## src/rtl/ctrl_mc_if.sv

```systemverilog
// Control-unit bus: IR fields, status and memory handshake in; datapath/memory controls out.
// The master modport is the controller side, the slave modport the datapath side.
interface ctrl_mc_if #(
    parameter int unsigned OP_W   = 4,
    parameter int unsigned MM_W   = 4,
    parameter int unsigned STAT_W = 4
);
    logic [OP_W-1:0]   opcode;
    logic [MM_W-1:0]   mm;
    logic [STAT_W-1:0] stat;
    logic              mem_rdy;
    logic              mem_req;
    logic              dm_we;
    logic              ir_load;
    logic              pc_write;
    logic              pc_sel;
    logic              br_sel;
    logic              pc_rst;
    logic [1:0]        alu_op;
    logic              rf_we;
    logic              wb_sel;
    logic              halted;
    logic              mem_err;

    modport master (
        input  opcode, mm, stat, mem_rdy,
        output mem_req, dm_we, ir_load, pc_write, pc_sel, br_sel, pc_rst,
               alu_op, rf_we, wb_sel, halted, mem_err
    );

    modport slave (
        output opcode, mm, stat, mem_rdy,
        input  mem_req, dm_we, ir_load, pc_write, pc_sel, br_sel, pc_rst,
               alu_op, rf_we, wb_sel, halted, mem_err
    );
endinterface

```

## src/rtl/ctrl_mc.sv

```systemverilog
// Multicycle SISC control FSM with memory wait states, timeout, decode-stage branches and HALT.
// Option: CTRL_FAST_PATH_EN lets ALU/SWP skip the MEM state.
module ctrl_mc #(
    parameter int unsigned OP_W   = 4,
    parameter int unsigned MM_W   = 4,
    parameter int unsigned STAT_W = 4,
    parameter int unsigned AM_IMM = 8,
    parameter int unsigned TMO_W  = 4
) (
    input  logic       clk,
    input  logic       rst_f,
    ctrl_mc_if.master  bus
);
    typedef enum logic [2:0] {
        S_START0, S_START1, S_FETCH, S_DECODE,
        S_EXECUTE, S_MEM, S_WRITEBACK, S_HALT
    } state_t;

    state_t             r_state;
    state_t             w_next;
    logic [TMO_W-1:0]   r_cnt;
    logic               r_mem_err;
    logic               w_tmo;

    logic w_lod, w_str, w_swp, w_alu, w_hlt, w_bra, w_brr, w_bne, w_bnr;
    logic w_cond, w_branch, w_taken, w_memop;
    logic [1:0] w_alu_op;

    assign w_lod    = (bus.opcode == OP_W'(1));
    assign w_str    = (bus.opcode == OP_W'(2));
    assign w_swp    = (bus.opcode == OP_W'(3));
    assign w_bra    = (bus.opcode == OP_W'(4));
    assign w_brr    = (bus.opcode == OP_W'(5));
    assign w_bne    = (bus.opcode == OP_W'(6));
    assign w_bnr    = (bus.opcode == OP_W'(7));
    assign w_alu    = (bus.opcode == OP_W'(8));
    assign w_hlt    = (bus.opcode == OP_W'(15));
    assign w_memop  = w_lod | w_str;
    assign w_cond   = |(bus.stat & bus.mm);
    assign w_branch = w_bra | w_brr | w_bne | w_bnr;
    assign w_taken  = ((w_bra | w_brr) & w_cond) | ((w_bne | w_bnr) & ~w_cond);

    always_comb begin
        w_alu_op = 2'b00;
        if (w_alu)
            w_alu_op = (bus.mm == MM_W'(AM_IMM)) ? 2'b01 : 2'b00;
        else if (w_memop)
            w_alu_op = 2'b10;
        else if (w_swp)
            w_alu_op = 2'b11;
    end

    always_ff @(posedge clk or negedge rst_f) begin
        if (!rst_f) begin
            r_state   <= S_START0;
            r_cnt     <= '0;
            r_mem_err <= 1'b0;
        end else begin
            r_state <= w_next;
            // Counter restarts on every state change; it only advances while waiting on memory.
            if (w_next != r_state)
                r_cnt <= '0;
            else if (r_state == S_FETCH || r_state == S_MEM)
                r_cnt <= r_cnt + TMO_W'(1);
            else
                r_cnt <= '0;
            if (w_tmo)
                r_mem_err <= 1'b1;
        end
    end

    always_comb begin
        w_next       = r_state;
        w_tmo        = 1'b0;
        bus.mem_req  = 1'b0;
        bus.dm_we    = 1'b0;
        bus.ir_load  = 1'b0;
        bus.pc_write = 1'b0;
        bus.pc_sel   = 1'b0;
        bus.br_sel   = 1'b0;
        bus.pc_rst   = 1'b0;
        bus.alu_op   = 2'b00;
        bus.rf_we    = 1'b0;
        bus.wb_sel   = 1'b0;
        bus.halted   = 1'b0;
        bus.mem_err  = r_mem_err;
        unique case (r_state)
            S_START0: begin
                bus.pc_rst = 1'b1;
                w_next     = S_START1;
            end
            S_START1: begin
                bus.pc_rst = 1'b1;
                w_next     = S_FETCH;
            end
            S_FETCH: begin
                bus.mem_req = 1'b1;
                if (bus.mem_rdy) begin
                    bus.ir_load  = 1'b1;
                    bus.pc_write = 1'b1;
                    w_next       = S_DECODE;
                end else if (r_cnt == '1) begin
                    w_tmo  = 1'b1;
                    w_next = S_HALT;
                end
            end
            S_DECODE: begin
                if (w_hlt)
                    w_next = S_HALT;
                else if (w_branch) begin
                    bus.pc_write = w_taken;
                    bus.pc_sel   = w_taken;
                    bus.br_sel   = w_taken & (w_brr | w_bnr);
                    w_next       = S_FETCH;
                end else if (w_memop | w_swp | w_alu)
                    w_next = S_EXECUTE;
                else
                    w_next = S_FETCH;
            end
            S_EXECUTE: begin
                bus.alu_op = w_alu_op;
`ifdef CTRL_FAST_PATH_EN
                w_next = (w_alu | w_swp) ? S_WRITEBACK : S_MEM;
`else
                w_next = S_MEM;
`endif
            end
            S_MEM: begin
                bus.alu_op = w_alu_op;
                if (w_memop) begin
                    bus.mem_req = 1'b1;
                    bus.dm_we   = w_str;
                    if (bus.mem_rdy)
                        w_next = w_lod ? S_WRITEBACK : S_FETCH;
                    else if (r_cnt == '1) begin
                        w_tmo  = 1'b1;
                        w_next = S_HALT;
                    end
                end else
                    w_next = S_WRITEBACK;
            end
            S_WRITEBACK: begin
                bus.alu_op = w_alu_op;
                bus.rf_we  = w_alu | w_lod | w_swp;
                bus.wb_sel = w_lod;
                w_next     = S_FETCH;
            end
            S_HALT: begin
                bus.halted = 1'b1;
            end
            default: w_next = S_START0;
        endcase
    end
endmodule

```

## src/flat_wrapper.sv

```systemverilog
// flat-port wrapper written by rule: the top's interface ports become plain ports
module ctrl_mc_flat 
#(
    parameter int unsigned OP_W   = 4,
    parameter int unsigned MM_W   = 4,
    parameter int unsigned STAT_W = 4,
    parameter int unsigned AM_IMM = 8,
    parameter int unsigned TMO_W  = 4
)
  (clk, rst_f, bus_opcode, bus_mm, bus_stat, bus_mem_rdy, bus_mem_req, bus_dm_we, bus_ir_load, bus_pc_write, bus_pc_sel, bus_br_sel, bus_pc_rst, bus_alu_op, bus_rf_we, bus_wb_sel, bus_halted, bus_mem_err);
  ctrl_mc_if #(.OP_W(OP_W), .MM_W(MM_W), .STAT_W(STAT_W)) bus_i ();
  input  logic clk;
  input  logic rst_f;
  input wire logic [$bits(bus_i.opcode)-1:0] bus_opcode;
  input wire logic [$bits(bus_i.mm)-1:0] bus_mm;
  input wire logic [$bits(bus_i.stat)-1:0] bus_stat;
  input wire logic [$bits(bus_i.mem_rdy)-1:0] bus_mem_rdy;
  output wire logic [$bits(bus_i.mem_req)-1:0] bus_mem_req;
  output wire logic [$bits(bus_i.dm_we)-1:0] bus_dm_we;
  output wire logic [$bits(bus_i.ir_load)-1:0] bus_ir_load;
  output wire logic [$bits(bus_i.pc_write)-1:0] bus_pc_write;
  output wire logic [$bits(bus_i.pc_sel)-1:0] bus_pc_sel;
  output wire logic [$bits(bus_i.br_sel)-1:0] bus_br_sel;
  output wire logic [$bits(bus_i.pc_rst)-1:0] bus_pc_rst;
  output wire logic [$bits(bus_i.alu_op)-1:0] bus_alu_op;
  output wire logic [$bits(bus_i.rf_we)-1:0] bus_rf_we;
  output wire logic [$bits(bus_i.wb_sel)-1:0] bus_wb_sel;
  output wire logic [$bits(bus_i.halted)-1:0] bus_halted;
  output wire logic [$bits(bus_i.mem_err)-1:0] bus_mem_err;
  assign bus_i.opcode = bus_opcode;
  assign bus_i.mm = bus_mm;
  assign bus_i.stat = bus_stat;
  assign bus_i.mem_rdy = bus_mem_rdy;
  assign bus_mem_req = bus_i.mem_req;
  assign bus_dm_we = bus_i.dm_we;
  assign bus_ir_load = bus_i.ir_load;
  assign bus_pc_write = bus_i.pc_write;
  assign bus_pc_sel = bus_i.pc_sel;
  assign bus_br_sel = bus_i.br_sel;
  assign bus_pc_rst = bus_i.pc_rst;
  assign bus_alu_op = bus_i.alu_op;
  assign bus_rf_we = bus_i.rf_we;
  assign bus_wb_sel = bus_i.wb_sel;
  assign bus_halted = bus_i.halted;
  assign bus_mem_err = bus_i.mem_err;
  ctrl_mc #(.OP_W(OP_W), .MM_W(MM_W), .STAT_W(STAT_W), .AM_IMM(AM_IMM), .TMO_W(TMO_W)) u_core (.clk(clk), .rst_f(rst_f), .bus(bus_i));
endmodule
```

## config.mk

```make
export PLATFORM = sky130hd
export DESIGN_NAME = ctrl_mc_flat
export DESIGN_NICKNAME = d
export VERILOG_FILES = /design/src/rtl/ctrl_mc_if.sv /design/src/rtl/ctrl_mc.sv /design/src/flat_wrapper.sv
export SDC_FILE = /design/constraint.sdc
export NUM_CORES = 1
export LEC_CHECK = 0
export CORE_MARGIN = 5
export CORE_UTILIZATION = 48
export DETAILED_ROUTE_END_ITERATION = 7
export MAX_ROUTING_LAYER = met4
export PLACE_DENSITY = 0.88
export RECOVER_POWER = 50
export SLEW_MARGIN = 10
export SYNTH_ARGS = -nofsm -noshare
export SYNTH_HDL_FRONTEND = slang
export SYNTH_SLANG_ARGS = --single-unit
```

## constraint.sdc

```tcl
create_clock -name clk -period 3.3 [get_ports clk]
set_clock_uncertainty 0.1 [all_clocks]
set_input_delay 0.99 -clock clk [delete_from_list [all_inputs] [get_ports clk]]
set_output_delay 0.99 -clock clk [all_outputs]
set_load 0.05 [all_outputs]
```

======== Word-level counts from Yosys, hierarchy flattened ========
Cells that the tools add are included.
storage, ports and cells
  flip-flop bits (word level) ............. 8
  bits in latches ......................... 0
  memory bits (writable) .................. 0
  memory bits (read-only) ................. 0
  bits of input ports ..................... 15
  output and inout bits ................... 13
  logic and storage cells ................. 82
  memories ................................ 0
cells by class
  add/sub/neg operators ................... 1
  multipliers ............................. 0
  divide/modulo/power cells ............... 0
  magnitude comparators ................... 0
  equal/unequal tests ..................... 19
  shift-type cells ........................ 0
  muxes and demuxes ....................... 37
  bitwise operators ....................... 16
  reductions and logical operators ........ 6
operators with widths
  cell                   number
  $mux W3                8
  $mux W1                19
  $pmux W3 S6            1
  $eq A4 B3 Y1 const B   4
  $eq A4 B4 Y1 const B   4
  $eq A3 B3 Y1 const B   4
  $or A1 B1 Y1           11
  $eq A4 B2 Y1 const B   2
  $mux W2                4
  $mux W4                2
  $eq A3 B2 Y1 const B   2
  $pmux W1 S2            3
  $add A4 B1 Y4 const B  1
  $and A4 B4 Y4          1
  $eq A4 B1 Y1 const B   1
  $reduce_or A2 Y1       2
  $reduce_or A4 Y1       1
  $and A1 B1 Y1          3
  $eq A3 B1 Y1 const B   1
  $logic_not A3 Y1       1
  $ne A3 B3 Y1           1
  $reduce_or A3 Y1       1
  $logic_or A1 B1 Y1     1
  $not A1 Y1             1

======== Logic depth before layout (Yosys ltp) ========
Gate-level depths: netlist of the first run.
  word-level depth ........................ 10
  depth in mapped cells ................... 5
  depth with buffers taken out ............ 5

======== Least setup slack after synthesis of the first run ========
Ideal clock, no wire load.
  path type ............................... input-to-output
  from .................................... input bus_opcode[2]
  to ...................................... output bus_wb_sel
  arrival time ............................ 2.911 ns
  required time ........................... 2.210 ns
  path slack .............................. -0.701 ns
  cell stages on the path ................. 4
  path buffers ............................ 1
  path through ............................ buf_2 -> nor2_2 -> nand2_1 -> nor4_1
between the ends
  longest elaborated chain between the ends .. 2
ends and longest elaborated chain
  item             line                source
  start, declared  flat_wrapper.sv:14  input wire logic [$bits(bus_i.opcode)-1:0] bus_opcode;
  $eq A4 B1 Y1     ctrl_mc.sv:29       assign w_lod = (bus.opcode == OP_W'(1));
  $mux W1          ctrl_mc.sv:87       unique case (r_state)
  end, declared    flat_wrapper.sv:27  output wire logic [$bits(bus_i.wb_sel)-1:0] bus_wb_sel;
Every way passes these cells.

======== Worst setup path in the final report of the first run ========
  from .................................... input bus_opcode[0]
  to ...................................... output bus_mem_req
between the ends
  longest elaborated chain between the ends .. 4
  elaborated cells on any way between the ends .. 5
  those cells by class .................... eq/ne (2); mux (2); bitwise (1)
ends and longest elaborated chain
  item                                                 line                          source
  $eq A4 B1 Y1 / $eq A4 B2 Y1 (equally long branches)  ctrl_mc.sv:29, ctrl_mc.sv:30
  $or A1 B1 Y1 *                                       ctrl_mc.sv:38                 assign w_memop = w_lod | w_str;
  $mux W1 *                                            ctrl_mc.sv:130                if (w_memop) begin
  $pmux W1 S2 *                                        ctrl_mc.sv:87
  end, declared                                        flat_wrapper.sv:18            output wire logic [$bits(bus_i.mem_req)-1:0] bus_mem_req;
Every way passes the cells marked *; elsewhere a longest branch is shown, timed or not.

==> qor.yml, run 1 <==
outcome: "completed"
die_h_um: 51.42
netSwitchingFraction_pct: 49.43
first_global_vias: 966
p_clk_share_pct: 8.7
syn_avg_cell_area_um2: 8.233
drtIter0Drc: 35
drv_slew: 0
fill_cells: 106
grt_pass1_wl_mm: 4.209
grt_max_degree: 17
layout-area-overhead-vs-synth_pct: 62.16
clock_sinks: 8
drt-total-wl_mm: 2.412
syn_inst: 100
ir_drop_mv: 0.5983
combPwrFrac_pct: 68.5
async_flop_share_pct: 100.0
worst_hold_slack_ns: 0.3744
path_max_fanout: 5
place.gp.congestion: 0.8481
drive_gt1_share_pct: 40.71
dr.pass1.iters: 4
multi_input_area_um2: 613.1
start_kind: "primary input"
start_util_pct: 49.29
clkLatencyLatePin_ns: 0.25
antenna_cells: 0
cap_violations: 0
synth-seq-cells: 8
synth_seq_area_share_pct: 24.32
postRouteAntennaNets: 0
synth_area_um2: 823.3
fin_crit_ns: 3.267
internal_power_uw: 419.6
yosys.area.top_type: "dfrtp_1"
clockBufferDepth: 2
post-dp-hpwl_mm: 1.931
netlist_top_cells_count: "8 x dfrtp_1, 6 x nor2_1, 6 x nor3_1"
power.switching_uw: 410.2
htreeDepth: 1
die_w_um: 51.42
post-route-util_pct: 79.93
slew_headroom_pct: 66.84
power.density_mw_per_mm2: 621.5
hp-class: "reg -> reg"
synth_most_common_cell: "dfrtp_1"
track_usage_pct: 21.29
core_mm2: 0.001670
worstPathRequired_ns: 2.21
syn_nets: 116
grtUsageMet3_pct: 3.207
fin_crit_sh_pct: 99.01
numCtsBuffers: 3
synth_top_area_share_pct: 24.32
num_vias: 950
yosysWarningCount: 0
vias_per_cell: 6.051
crit_type: "in -> out"
die-area_mm2: 0.002644
worstMarginPinSlew_ns: 0.4959
cts_tree: "built"
io_buffers: 27
synth_edf_count: 0
antenna_found_initial: 0
yosys-top-cells-area: "dfrtp_1 24%, nor3_1 3.6%, nor4b_2 3.6%, a21oi_1 3.0%, and3_1 3.0%"
rsz0062_at_grt: "false"
busiest_layer: "met2"
use_met2_pct: 40.25
setup_viol: 0
cts.clk_slew.worst_paths_ns: 0.05
sequentialPowerShare_pct: 22.8
post_synth_num_cell_types: 43
end_kind: "output port"
fmax_mhz: 306.1
arrival_ns: 2.18
hold_violations: 0
nNetsFinal: 158
drc_errors: 0
p_leak_nw: 0.5988
grt_overflow: 0
synth_flop_cell: "dfrtp_1"
seq_area_um2: 200.2
wl_per_cell_um: 15.36
met1_usage_pct: 21.33
ios: 28
fp-row-count: 15
cts-root-buf: "clkbuf_4"
==> cells by family (layout without fill, tap and decap cells) <==
kind of cell	count (synthesis)	count (layout)	share of synthesized area [%]
adder cells (fa/ha/maj)	1	1	1.520
XOR/XNOR	3	3	4.104
AO/OA/AOI/OAI	29	29	24.31
flip-flops	8	8	24.32
buffers and inverters	11	51	7.598
AND/OR/NAND/NOR	48	48	38.15
==> power by group through the flow <==
stage	Clock (mW)	Sequential, mW	Combinational [mW]
6_report	0.0725	0.189	0.568
3_5_place_dp	0	0.189	0.565
4_1_cts	0.0757	0.187	0.577
2_1_floorplan	0	0.137	0.406
3_3_place_gp	0	0.187	0.556
5_1_grt	0.0793	0.198	0.612
==> state kept, by name, indices dropped and copies added, names as in the netlist <==
signal / flops
u_core.r_state: 3
u_core.r_cnt: 4
u_core.bus.mem_err: 1
==> through the flow <==
stage          setup WS, ns  TNS (ns)  instances  instance area (um2)  total power [mW]
3_3_place_gp        -0.2016    -1.134        154                 1338            0.7436
4_1_cts             0.01476         0        157                 1378            0.8400
3_5_place_dp        -0.2687    -1.476        154                 1338            0.7536
5_1_grt            0.002539         0        157                 1335            0.8895
2_1_floorplan       -0.1878   -0.4537        100                865.8            0.5431
6_report            0.03257         0        157                 1335            0.8298
==> cell type report <==
class | instances | share of cell area [%]
Clock buffer | 3 | 1.687
Inverter | 3 | 0.8435
Multi-Input combinational cell | 81 | 45.92
Sequential cell | 8 | 15.00
Tap cell | 17 | 1.593
Timing Repair Buffer | 45 | 34.96
==> routing by layer <==
layer / part of all wire, % / wire, um
met2: 53 / 1283
met1: 37 / 894
met3: 7.8 / 187
met5: 0 / 0
met4: 1.9 / 46
==> timing repair <==
item	4_1_cts	5_1_grt
buffers inserted	1	0
endpoints found under the setup margin	9	3
hold buffers	0	0
pin swaps	9	5
hold endpoints to repair	0	0
resized for setup	32	12
==> placed cells by master, fill, tap and decap left out, types with 3 or more instances in the layout <==
cell,synthesis,routed
buf_4,0,14
buf_12,0,10
clkbuf_2,0,8
dfrtp_1,8,8
a21oi_1,5,5
nor2_1,6,5
nand2_1,5,5
nor3_1,6,4
nor2b_1,4,4
nand4_1,4,4
buf_6,2,4
a31oi_1,3,3
inv_1,3,3
a22oi_1,2,3
o21ai_0,4,3
and3_1,4,3
clkbuf_4,0,3
clkdlybuf4s50_1,0,3
==> worst paths after layout <==
kind	depth (start not counted)	start	slack, ns	to
max in group asynchronous	1	rst_f	1.87	u_core.r_cnt[1]$_DFF_PN0_
worst min register to register	1	u_core.bus.mem_err$_DFFE_PN0P_	0.37	u_core.bus.mem_err$_DFFE_PN0P_
worst max-delay path	6	bus_opcode[0]	0.03	bus_mem_req
min in group asynchronous	1	rst_f	0.98	u_core.r_cnt[2]$_DFF_PN0_
worst max register to register	6	u_core.r_state[2]$_DFF_PN0_	1.43	u_core.bus.mem_err$_DFFE_PN0P_
worst min-delay path	1	u_core.bus.mem_err$_DFFE_PN0P_	0.37	u_core.bus.mem_err$_DFFE_PN0P_
==> worst max-delay path: stages <==
cell,delay (ns)
dlygate4sd2_1,0.27
buf_6,0.14
xor2_2,0.17
nand2_1,0.07
o22ai_1,0.34
buf_12,0.19
Power figures use the tool's default switching activity.
==> inputs of run 2 (changes only) <==
--- a/config.mk
+++ b/config.mk
@@ -8,6 +8,7 @@
 export CORE_MARGIN = 5
 export CORE_UTILIZATION = 48
 export DETAILED_ROUTE_END_ITERATION = 7
+export GPL_ROUTABILITY_DRIVEN = 0
 export MAX_ROUTING_LAYER = met4
 export PLACE_DENSITY = 0.88
 export RECOVER_POWER = 50
==> results of run 2 <==
Final layout, timing and power as in run 1 (identical DEF).
